<file path="config.mk">
export PLATFORM = sky130hd
export DESIGN_NAME = cmac_bringup_seq
export DESIGN_NICKNAME = d
export VERILOG_FILES = /design/src/rtl/cmac_bringup_seq_pkg.sv /design/src/rtl/cmac_bringup_seq_sync_2ff.sv /design/src/rtl/cmac_bringup_seq.sv
export SDC_FILE = /design/constraint.sdc
export NUM_CORES = 1
export LEC_CHECK = 0
export BUFFER_PORTS_ARGS = -buffer_cell sky130_fd_sc_hd__buf_2
export CAP_MARGIN = 15
export CORE_MARGIN = 3
export CORE_UTILIZATION = 60
export CTS_CLUSTER_SIZE = 40
export DETAILED_ROUTE_END_ITERATION = 8
export PLACE_DENSITY = 0.79
export SLEW_MARGIN = 5
export SYNTH_ARGS = -nofsm -noshare
export SYNTH_HDL_FRONTEND = slang
export SYNTH_SLANG_ARGS = --single-unit
</file>
<file path="constraint.sdc">
create_clock -name clk_100 -period 2.9 [get_ports clk_100]
set_input_delay 0.29 -clock clk_100 [delete_from_list [all_inputs] [get_ports clk_100]]
set_output_delay 0.29 -clock clk_100 [all_outputs]
set_load 0.01 [all_outputs]
</file>
<file path="src/rtl/cmac_bringup_seq_pkg.sv">
// Shared types and default timing for the CMAC/GT bring-up sequencer.
// State encoding is visible on seq_state, so the values are fixed.
package cmac_seq_pkg;

  typedef enum logic [2:0] {
    GT_RST     = 3'd0,
    WAIT_PGOOD = 3'd1,
    CORE_RST   = 3'd2,
    WAIT_ALIGN = 3'd3,
    LINK_UP    = 3'd4,
    RETRY      = 3'd5,
    FAIL       = 3'd6
  } seq_state_t;

  localparam int DEF_GT_RST_CYCLES   = 1000;
  localparam int DEF_CORE_RST_CYCLES = 256;
  localparam int DEF_PGOOD_TIMEOUT   = 1_000_000;
  localparam int DEF_ALIGN_TIMEOUT   = 50_000_000;
  localparam int DEF_MAX_RETRY       = 7;
  localparam int DEF_DEBOUNCE_CYCLES = 1024;

  typedef struct packed {
    logic gt_reset;
    logic core_reset;
    logic tx_enable;
    logic tx_send_rfi;
    logic link_up;
    logic seq_fail;
  } seq_out_t;

  function automatic int max2(input int a, input int b);
    return (a > b) ? a : b;
  endfunction

  // Output pattern driven while in a given state; RETRY holds everything in reset.
  function automatic seq_out_t state_outputs(input seq_state_t s);
    seq_out_t o;
    o = '0;
    case (s)
      GT_RST, RETRY: begin
        o.gt_reset   = 1'b1;
        o.core_reset = 1'b1;
      end
      WAIT_PGOOD, CORE_RST: o.core_reset = 1'b1;
      WAIT_ALIGN:           o.tx_send_rfi = 1'b1;
      LINK_UP: begin
        o.tx_enable = 1'b1;
        o.link_up   = 1'b1;
      end
      FAIL: begin
        o.gt_reset   = 1'b1;
        o.core_reset = 1'b1;
        o.seq_fail   = 1'b1;
      end
      default: begin
        o.gt_reset   = 1'b1;
        o.core_reset = 1'b1;
      end
    endcase
    return o;
  endfunction

endpackage

</file>
<file path="src/rtl/cmac_bringup_seq_sync_2ff.sv">
// 1-bit two-flop synchronizer for level signals crossing into clk_100.
module sync_2ff (
  input  logic i_clk,
  input  logic i_rst,
  input  logic i_d,
  output logic o_q
);

  (* ASYNC_REG = "TRUE" *) logic r_meta;
  (* ASYNC_REG = "TRUE" *) logic r_sync;

  always_ff @(posedge i_clk) begin
    if (i_rst) begin
      r_meta <= 1'b0;
      r_sync <= 1'b0;
    end else begin
      r_meta <= i_d;
      r_sync <= r_meta;
    end
  end

  assign o_q = r_sync;

endmodule

</file>
<file path="src/rtl/cmac_bringup_seq.sv">
// CMAC/GT bring-up sequencer: GT reset, powergood wait, core reset, alignment wait, retries.
// Define CMAC_SEQ_DEBOUNCE_EN to filter short alignment drops while the link is up.
module cmac_bringup_seq
  import cmac_seq_pkg::*;
#(
  parameter int GT_RST_CYCLES   = DEF_GT_RST_CYCLES,
  parameter int CORE_RST_CYCLES = DEF_CORE_RST_CYCLES,
  parameter int PGOOD_TIMEOUT   = DEF_PGOOD_TIMEOUT,
  parameter int ALIGN_TIMEOUT   = DEF_ALIGN_TIMEOUT,
  parameter int MAX_RETRY       = DEF_MAX_RETRY,
  parameter int DEBOUNCE_CYCLES = DEF_DEBOUNCE_CYCLES
) (
  input  logic        clk_100,
  input  logic        clk_100_rst,
  input  logic        gt_powergood,
  input  logic        stat_rx_aligned,
  output logic        gt_reset,
  output logic        core_tx_reset,
  output logic        core_rx_reset,
  output logic        ctl_tx_enable,
  output logic        ctl_tx_send_rfi,
  output logic        link_up,
  output logic        seq_fail,
  output logic [3:0]  retry_count,
  output logic [15:0] link_drops,
  output logic [2:0]  seq_state
);

  // Sized for the longest interval so a timed state can never wrap before it exits.
  localparam int CNT_MAX = max2(max2(PGOOD_TIMEOUT, ALIGN_TIMEOUT),
                                max2(max2(GT_RST_CYCLES, CORE_RST_CYCLES), DEBOUNCE_CYCLES));
  localparam int CW = (CNT_MAX > 1) ? $clog2(CNT_MAX) : 1;

  localparam logic [CW-1:0] GT_LAST    = CW'(GT_RST_CYCLES - 1);
  localparam logic [CW-1:0] CORE_LAST  = CW'(CORE_RST_CYCLES - 1);
  localparam logic [CW-1:0] PGOOD_LAST = CW'(PGOOD_TIMEOUT - 1);
  localparam logic [CW-1:0] ALIGN_LAST = CW'(ALIGN_TIMEOUT - 1);
  localparam logic [3:0]    RETRY_LIM  = 4'(MAX_RETRY);

  seq_state_t    r_state;
  seq_state_t    w_state_next;
  logic [CW-1:0] r_cnt;
  logic [CW-1:0] w_cnt_next;
  logic [3:0]    r_retry;
  logic [3:0]    w_retry_next;
  logic [15:0]   r_drops;
  logic [15:0]   w_drops_next;
  seq_out_t      r_out;
  logic          w_pgood_s;
  logic          w_aligned_s;
  logic          w_align_lost;

  sync_2ff u_sync_pgood (
    .i_clk (clk_100),
    .i_rst (clk_100_rst),
    .i_d   (gt_powergood),
    .o_q   (w_pgood_s)
  );

  sync_2ff u_sync_aligned (
    .i_clk (clk_100),
    .i_rst (clk_100_rst),
    .i_d   (stat_rx_aligned),
    .o_q   (w_aligned_s)
  );

`ifdef CMAC_SEQ_DEBOUNCE_EN
  localparam int            DW       = $clog2(DEBOUNCE_CYCLES + 1);
  localparam logic [DW-1:0] DEB_LAST = DW'(DEBOUNCE_CYCLES - 1);

  logic [DW-1:0] r_deb;
  logic [DW-1:0] w_deb_next;

  // Counts consecutive low cycles of aligned_s while up; loss fires on the last one.
  always_comb begin
    w_deb_next   = '0;
    w_align_lost = 1'b0;
    if (r_state == LINK_UP && !w_aligned_s) begin
      if (r_deb == DEB_LAST) begin
        w_align_lost = 1'b1;
      end else begin
        w_deb_next = r_deb + 1'b1;
      end
    end
  end

  always_ff @(posedge clk_100) begin
    if (clk_100_rst || w_state_next != LINK_UP) begin
      r_deb <= '0;
    end else begin
      r_deb <= w_deb_next;
    end
  end
`else
  assign w_align_lost = !w_aligned_s;
`endif

  always_comb begin
    w_state_next = r_state;
    w_retry_next = r_retry;
    w_drops_next = r_drops;
    w_cnt_next   = r_cnt + 1'b1;
    case (r_state)
      GT_RST: begin
        if (r_cnt == GT_LAST) w_state_next = WAIT_PGOOD;
      end
      WAIT_PGOOD: begin
        if (w_pgood_s)                w_state_next = CORE_RST;
        else if (r_cnt == PGOOD_LAST) w_state_next = RETRY;
      end
      CORE_RST: begin
        if (r_cnt == CORE_LAST) w_state_next = WAIT_ALIGN;
      end
      WAIT_ALIGN: begin
        if (w_aligned_s)              w_state_next = LINK_UP;
        else if (r_cnt == ALIGN_LAST) w_state_next = RETRY;
      end
      LINK_UP: begin
        // Losing powergood means the GT itself is gone: full retry, not a link drop.
        if (!w_pgood_s) begin
          w_state_next = RETRY;
        end else if (w_align_lost) begin
          w_state_next = WAIT_ALIGN;
          w_drops_next = r_drops + 16'd1;
        end
      end
      RETRY: begin
        if (r_retry == RETRY_LIM) begin
          w_state_next = FAIL;
        end else begin
          if (r_retry != 4'hF) w_retry_next = r_retry + 4'd1;
          w_state_next = GT_RST;
        end
      end
      FAIL: begin
        w_state_next = FAIL;
      end
      default: w_state_next = GT_RST;
    endcase

    if (w_state_next != r_state) begin
      w_cnt_next = '0;
    end else if (r_state == LINK_UP || r_state == FAIL) begin
      w_cnt_next = r_cnt;
    end
  end

  // Outputs are registered from the next state so they line up with seq_state.
  always_ff @(posedge clk_100) begin
    if (clk_100_rst) begin
      r_state <= GT_RST;
      r_cnt   <= '0;
      r_retry <= '0;
      r_drops <= '0;
      r_out   <= state_outputs(GT_RST);
    end else begin
      r_state <= w_state_next;
      r_cnt   <= w_cnt_next;
      r_retry <= w_retry_next;
      r_drops <= w_drops_next;
      r_out   <= state_outputs(w_state_next);
    end
  end

  assign gt_reset        = r_out.gt_reset;
  assign core_tx_reset   = r_out.core_reset;
  assign core_rx_reset   = r_out.core_reset;
  assign ctl_tx_enable   = r_out.tx_enable;
  assign ctl_tx_send_rfi = r_out.tx_send_rfi;
  assign link_up         = r_out.link_up;
  assign seq_fail        = r_out.seq_fail;
  assign retry_count     = r_retry;
  assign link_drops      = r_drops;
  assign seq_state       = r_state;

endmodule

</file>
## After elaboration in Yosys (flattened, before gate mapping)

Cells that the tools add are included.

| storage, ports and cells | value |
|---|---|
| logic and storage cells | 58 |
| input port bits | 4 |
| register bits | 58 |

| operators by class | value |
|---|---|
| bitwise operators | 2 |
| add/subtract/negate cells | 3 |
| multiplexer cells | 15 |
| equality and inequality tests | 18 |
| reductions and logical operators | 7 |

Operator list:

| cell | number |
|---|---|
| $mux W3 | 9 |
| $add A26 B1 Y26 const B | 1 |
| $eq A26 B10 Y1 const B | 1 |
| $eq A26 B20 Y1 const B | 1 |
| $eq A26 B26 Y1 const B | 1 |
| $eq A26 B8 Y1 const B | 1 |
| $pmux W3 S7 | 1 |
| $add A16 B1 Y16 const B | 1 |
| $eq A3 B3 Y1 const B | 5 |
| $eq A3 B2 Y1 const B | 4 |
| $eq A3 B1 Y1 const B | 2 |
| $reduce_and A3 Y1 | 2 |
| $mux W1 | 5 |
| $add A4 B1 Y4 const B | 1 |
| $eq A4 B3 Y1 const B | 1 |
| $ne A4 B4 Y1 const B | 1 |
| $reduce_or A2 Y1 | 2 |
| $reduce_or A4 Y1 | 1 |
| $logic_not A3 Y1 | 1 |
| $ne A3 B3 Y1 | 1 |
| $not A1 Y1 | 2 |
| $logic_or A1 B1 Y1 | 1 |

## Depth between registers and ports, before layout

Gate-level depths: netlist of the first run.

| depth | value |
|---|---|
| depth after elaboration | 7 |
| gate-level depth with buffers | 9 |
| gate-level depth less buffers | 7 |

## Cells and area by module

A second synthesis of the first run with hierarchy kept.

| second synthesis, totals | value |
|---|---|
| cells, all modules | 313 |
| area total of the unflattened synthesis | 2780.2 um2 |

Modules (own cells, without submodules):

| module | cells an instance | instances | area an instance (um2) |
|---|---|---|---|
| cmac_bringup_seq | 305 | 1 | 2675.1 |
| sync_2ff | 4 | 2 | 52.6 |

## Least setup slack after synthesis of the first run

OpenSTA, ideal clock, no wires.

| timing | value |
|---|---|
| path type | flip-flop to flip-flop |
| start point | reg r_state[1], in the netlist seq_state[1] |
| end point | reg r_cnt[10] |
| library setup time | 0.064 ns |
| setup slack | 1.011 ns |
| arrival | 1.825 ns |
| period minus slack after synthesis | 1.889 ns |
| buffers on the path | 3 |
| stages on the path, launching flop included | 10 |
| cell sequence | dfxtp_1 -> buf_2 -> inv_1 -> mux2i_4 -> o31ai_1 -> a21o_1 -> a221o_1 -> buf_6 -> buf_6 -> nor2_1 |

| on the way | value |
|---|---|
| longest elaborated chain between the ends | 5 |
| elaborated cells between the ends (all ways) | 19 |
| classes of those cells | eq/ne (7); mux (9); reduce/logical (3) |

Ends and longest elaborated chain:

| element | line | RTL |
|---|---|---|
| from (decl) | cmac_bringup_seq.sv:40 | `seq_state_t r_state;` |
| from (signal assigned) | cmac_bringup_seq.sv:157 | `r_state <= w_state_next;` |
| $mux W3, on equally long branches | cmac_bringup_seq.sv:122, cmac_bringup_seq.sv:109, cmac_bringup_seq.sv:116 |  |
| $mux W3, on equally long branches | cmac_bringup_seq.sv:120, cmac_bringup_seq.sv:108, cmac_bringup_seq.sv:115 |  |
| $pmux W3 S7 | cmac_bringup_seq.sv:103 | `case (r_state)` |
| $ne A3 B3 Y1 | cmac_bringup_seq.sv:141 | `if (w_state_next != r_state) begin` |
| $reduce_or A2 Y1 (no source line) | -- |  |
| to (signal assigned) | cmac_bringup_seq.sv:158 | `r_cnt <= w_cnt_next;` |
| to (decl) | cmac_bringup_seq.sv:42 | `logic [CW-1:0] r_cnt;` |

Parallel ways exist; a longest one is shown, timed or not.
A chain may end at the register's enable or synchronous reset.

## Worst setup path in the final report of the first run

| timing | value |
|---|---|
| start point | reg r_state[2], in the netlist seq_state[2] |
| end point | reg r_drops[13], in the netlist link_drops[13] |

| on the way | value |
|---|---|
| longest elaborated chain between the ends | 2 |

Ends and longest elaborated chain:

| element | line | RTL |
|---|---|---|
| $eq A3 B3 Y1 | cmac_bringup_seq.sv:103 |  |
| $reduce_and A3 Y1 (no source line) | -- |  |
| to (signal assigned) | cmac_bringup_seq.sv:160 | `r_drops <= w_drops_next;` |
| to (decl) | cmac_bringup_seq.sv:46 | `logic [15:0] r_drops;` |

Every way passes these cells.

==> reports/metrics.cfg, run 1 <==
[yosys]
synthesis.nets = 367
synth_top_area_cell = dfxtp_1
synth-edff-count = 0
synthArstFlopShare_pct = 0
seq_area_frac_synth_pct = 38.8
syn_avg_cell_area_um2 = 8.32
yosysTopAreaCellShare_pct = 38.8
synthCells = 360
ys.flop_type = dfxtp_1
ys_seq_elements = 58
synth_common_cells = dfxtp_1 (58), nand2_1 (50), nor2_1 (49)
synthesis.area_um2 = 2990
ys_top_cells_by_area = dfxtp_1 (39%), xor2_1 (7.3%), nand2_1 (6.3%)
yosys_warnings = 0
yosysMostFrequentCell = dfxtp_1
ys_types = 51

[drt]
vias = 2552
drtAntennaViolNets = 0
wl_um = 6200
dr.max_layer_used = met4
wl_met1_um = 3010
routedWlPerCell_um = 13.5
dr_wl_met3_um = 284
wl_met2_um = 2810
drc = 0
drtIter0Drc = 139
drt_first_pass_iters = 4
vias_per_cell = 5.55

[floorplanning]
io_pins = 34
die_area_um2 = 5870
core_um2 = 4790
row_count = 25
start_util_pct = 62.6
die_height_um = 76.6
fp.dieW_um = 76.6

[outcome]
outcome = completed

[final_layout]
regArea_um2 = 1160
fin_nets = 396
multiInputGateArea_um2 = 1700
area_growth_pct = 11.6
num_antenna_cells = 0
drive_above_1_share_pct = 16.3
finish.utilization_pct = 69.8
final_cells = 460
nFillCells = 373
final_area_um2 = 3340

[global_routing]
overflow = 0
antenna_found_initial = 0
track_usage_pct = 22.6
grt_pass1_vias = 2353
grt_pass1_wl_um = 10700
grt_max_degree = 30

[placement]
portBuffers = 33
dp_cells = 445
place_hpwl_um = 4200
placed_area_um2 = 3160
gp_congestion = 0.858

[clock_network]
cts_root_buf = clkbuf_8
clkTransAtPathRegs_ns = 0.06
cts.sinks = 58
clk_path_buf_depth = 2
cts_setup_buffers = 0
cts_tree = yes
clock_latency_ns = 0.33
cts_resized = 0
tritoncts.num_buffers = 9
htree_num_levels = 3
cts_hold_buf = 0

[critical_path]
cp-start-kind = flip-flop
cp.required_ns = 3.16
cp-end-kind = flip-flop
critPathTopFamily = simple AND/OR/NAND/NOR gates
arrival_ns = 2.57
cp_cell_sequence = nor2b_2, nand4_2, or4_4, or3_1, a21oi_1
path_max_fanout = 16
crit_buf_inv = 0
crit_type = flip-flop to flip-flop
critPathMaxStageDelay_ns = 0.64
cp_slowest_cell = dfxtp_1

[timing]
clock_skew_ns = 0.00630
min_period_ns = 2.31
slew_viol_final = 0
max_freq_mhz = 432
period_share_pct = 79.8
relSlewSlack_pct = 51.0
setup_viol = 0
hold_violations = 0
worstMarginPinSlew_ns = 0.729
rsz0062_at_grt = false
fin_tns_setup_ns = 0

[run]
cap_viol_max_count = 0

[power]
p_per_area_nw_per_um2 = 465
total_power_uw = 1560
p_leak_uw = 0.00136
ir_drop_uv = 417

[hold_path]
hold_path.class = primary input to flip-flop

kinds of logic after synthesis:
logic type | count (synthesis) | share of synthesized area [%]
simple gates | 192 | 34.6
flops | 58 | 38.8
compound gates | 42 | 8.69
xor+xnor | 37 | 10.8
buf+inv | 25 | 4.39
mux | 3 | 1.42
fa+ha+maj | 3 | 1.25
state kept, by name, summed over array words and instances, names as in the netlist:
signal and cells:
core_rx_reset 1, ctl_tx_send_rfi 1, gt_reset 1, link_drops 16, link_up 1, r_cnt 26
retry_count 4, seq_fail 1, seq_state 3, u_sync_aligned.o_q 1, u_sync_aligned.r_meta 1, u_sync_pgood.o_q 1
u_sync_pgood.r_meta 1
through the flow:
step                      worst slack, ns  hold slack [ns]
after floorplan                      1.01            0.414
after global placement              0.678            0.420
after detailed placement            0.595            0.427
after CTS                           0.556            0.153
after global routing                0.426            0.187
final                               0.586            0.166
worst paths after layout:
check | start | endpoint | slack (ns) | cells past startpoint
max | seq_state[2] | link_drops[13] | 0.59 | 5
min | stat_rx_aligned | u_sync_aligned.r_meta | 0.17 | 2
max reg2reg | seq_state[2] | link_drops[13] | 0.59 | 5
min reg2reg | u_sync_aligned.r_meta | u_sync_aligned.o_q | 0.44 | 1
layer usage:
layer / up-vias / track usage [%]
met4: 0 / 10.9
met1: 1172 / 29.3
met2: 66 / 35.4
li1: 1303 / -
met5: - / 0
met3: 11 / 5.20
layout by cell type (no fill, tap or decap), types with 10 or more instances in the layout:
master / count
o21ai_0: 15
xor2_1: 25
a21oi_1: 14
nor2_1: 49
clkbuf_8: 10
nand4_1: 13
buf_2: 33
xnor2_1: 12
dfxtp_1: 58
nor3_1: 13
nand2_1: 50
cell type report:
cell class                 instances  share of cell area (%)
inverter                           8                   0.899
sequential                        58                    34.7
clock inverter                     3                    1.20
clock buffer                      12                    4.34
tap                               67                    2.51
timing repair buffer              35                    5.39
multi-input combinational        277                    50.9
power breakdown:
group	switching (uW)	total [uW]	internal [uW]
registers	8.00	811	803
logic	20.9	34.4	13.5
clock network	297	709	413
total	325	1560	1230
No activity file was read; power rests on OpenSTA's default activity.
==> inputs of run 2 (changes only) <==
Settings changed: CORE_UTILIZATION 60 to 58, PLACE_DENSITY 0.79 to 0.76.
Clock period 2.9 ns to 2.27 ns, I/O delays scaled along.
==> run 2 against run 1 <==
Die area is 3.2% higher. Via count is 10% higher. Maximum frequency is 8.1% higher. Routed wire length is 18% higher. First-iteration DRC count is 7.9% lower.
==> reports/metrics.cfg, run 2 (synthesis gave the netlist of run 1 again) <==
[outcome]
outcome = completed

[clock_network]
clk_path_buf_depth = 2
htree_num_levels = 3
cts_tree = yes
cts.sinks = 58
clock_latency_ns = 0.35
cts_root_buf = clkbuf_8
clkTransAtPathRegs_ns = 0.07
tritoncts.num_buffers = 9
cts_hold_buf = 0

[global_routing]
grt_pass1_wl_um = 12700
grt_max_degree = 30
met2_usage_pct = 42.9
antenna_found_initial = 0
overflow = 0
track_usage_pct = 26.8
grtUsageMet1_pct = 32.1
met3_usage_pct = 10.1
grt_pass1_vias = 2797
top_usage_layer = met2

[hold_path]
hold_path.class = primary input to flip-flop

[final_layout]
largest_reg_flops = 26
fin_nets = 444
mostFrequentLayoutCell = dfxtp_1
num_antenna_cells = 0
finish.utilization_pct = 78.0
final_cell_mix = dfxtp_1 (58), nand2_1 (50), nor2_1 (49), buf_4 (49), buf_2 (33)
top_register = r_cnt
drive_above_1_share_pct = 26.2
area_growth_pct = 26.2

[floorplanning]
io_pins = 34
start_util_pct = 61.8
row_count = 25
core_um2 = 4850
die_area_um2 = 6060
die_height_um = 77.9
fp.dieW_um = 77.9

[critical_path]
cp-end-kind = flip-flop
crit_type = flip-flop to flip-flop
cp_slowest_cell = nor4_1
path_max_fanout = 26
cp.required_ns = 2.51
arrival_ns = 2.38
cp_cell_sequence = buf_4, nor4b_1, nand4_1, nor4_1, a21o_1, a221o_1, buf_12, nor2_1
cp-start-kind = flip-flop
critPathMaxStageDelay_ns = 0.37

[timing]
hold_slack_ns = 0.0957
setup_viol = 0
worstMarginPinSlew_ns = 0.706
period_share_pct = 94.3
slew_viol_final = 0
min_period_ns = 2.14
rsz0062_at_grt = false
timing.final.ws_setup_ns = 0.130
relSlewSlack_pct = 52.8
hold_violations = 0
max_freq_mhz = 467
clock_skew_ns = 0.0128

[run]
cap_viol_max_count = 0

[placement]
portBuffers = 33
place_ws_ns = -0.131
place_hpwl_um = 4980
gp_congestion = 0.926

[drt]
drc = 0
vias_per_cell = 5.53
drt_first_pass_iters = 5
wl_um = 7290
drtAntennaViolNets = 0
vias = 2814
drtIter0Drc = 128
routedWlPerCell_um = 14.3

[power]
p_leak_uw = 0.00163
ir_drop_uv = 932
p_per_area_nw_per_um2 = 571

-- run 2: what timing repair did --
item | in CTS | in global routing
setup endpoints to repair | 10 | 9
pin swaps | 0 | 2
gates resized for setup | 1 | 4
buffers inserted | 0 | 1
-- run 2: area by class of cell --
class                   instances  area (um2)
flip-flops and latches         58        1160
clock inverters                 5        77.6
repair buffers                 83         553
fillers                       354        1070
inverters                       8        30.0
multi-input cells             277        1730
clock buffers                  11         141
well taps                      67        83.8
-- run 2: per-layer routing --
layer | part of all wire (%) | vias up
met4 | 2.3 | 0
met3 | 6.1 | 19
met1 | 44 | 1313
met2 | 48 | 86
met5 | 0 | -
li1 | - | 1396
-- run 2: power breakdown --
part           switching [uW]  total, uW  internal, uW  leakage (uW)
registers                4.85       1030          1030      0.000469
logic                    37.2       65.9          28.7       0.00105
clock network             417       1060           644      0.000109
-- run 2: stage by stage --
step | power, uW | instance area, um2 | instances | TNS, ns
after CTS | 2170 | 3750 | 508 | 0
after global placement | 1110 | 3520 | 492 | -0.370
after detailed placement | 1120 | 3520 | 492 | -0.881
after global routing | 2240 | 3780 | 509 | 0
final | 2160 | 3780 | 509 | 0
after floorplan | 1090 | 2990 | 360 | 0
-- run 2: critical path: cells and delay by family, from the launching register on --
| family | cells | cell delay [ns] |
|---|---|---|
| compound gates | 2 | 0.38 |
| buf+inv | 2 | 0.34 |
| flops | 1 | 0.32 |
| simple gates | 4 | 0.98 |
-- run 2: worst paths after layout --
| check | start | to | slack (ns) | cells past startpoint |
|---|---|---|---|---|
| worst min register to register | u_sync_pgood.r_meta | u_sync_pgood.o_q | 0.45 | 1 |
| worst max register to register | r_cnt[14] | r_cnt[25] | 0.13 | 8 |
| worst min-delay path | stat_rx_aligned | u_sync_aligned.r_meta | 0.1 | 2 |
| worst max-delay path | r_cnt[14] | r_cnt[25] | 0.13 | 8 |
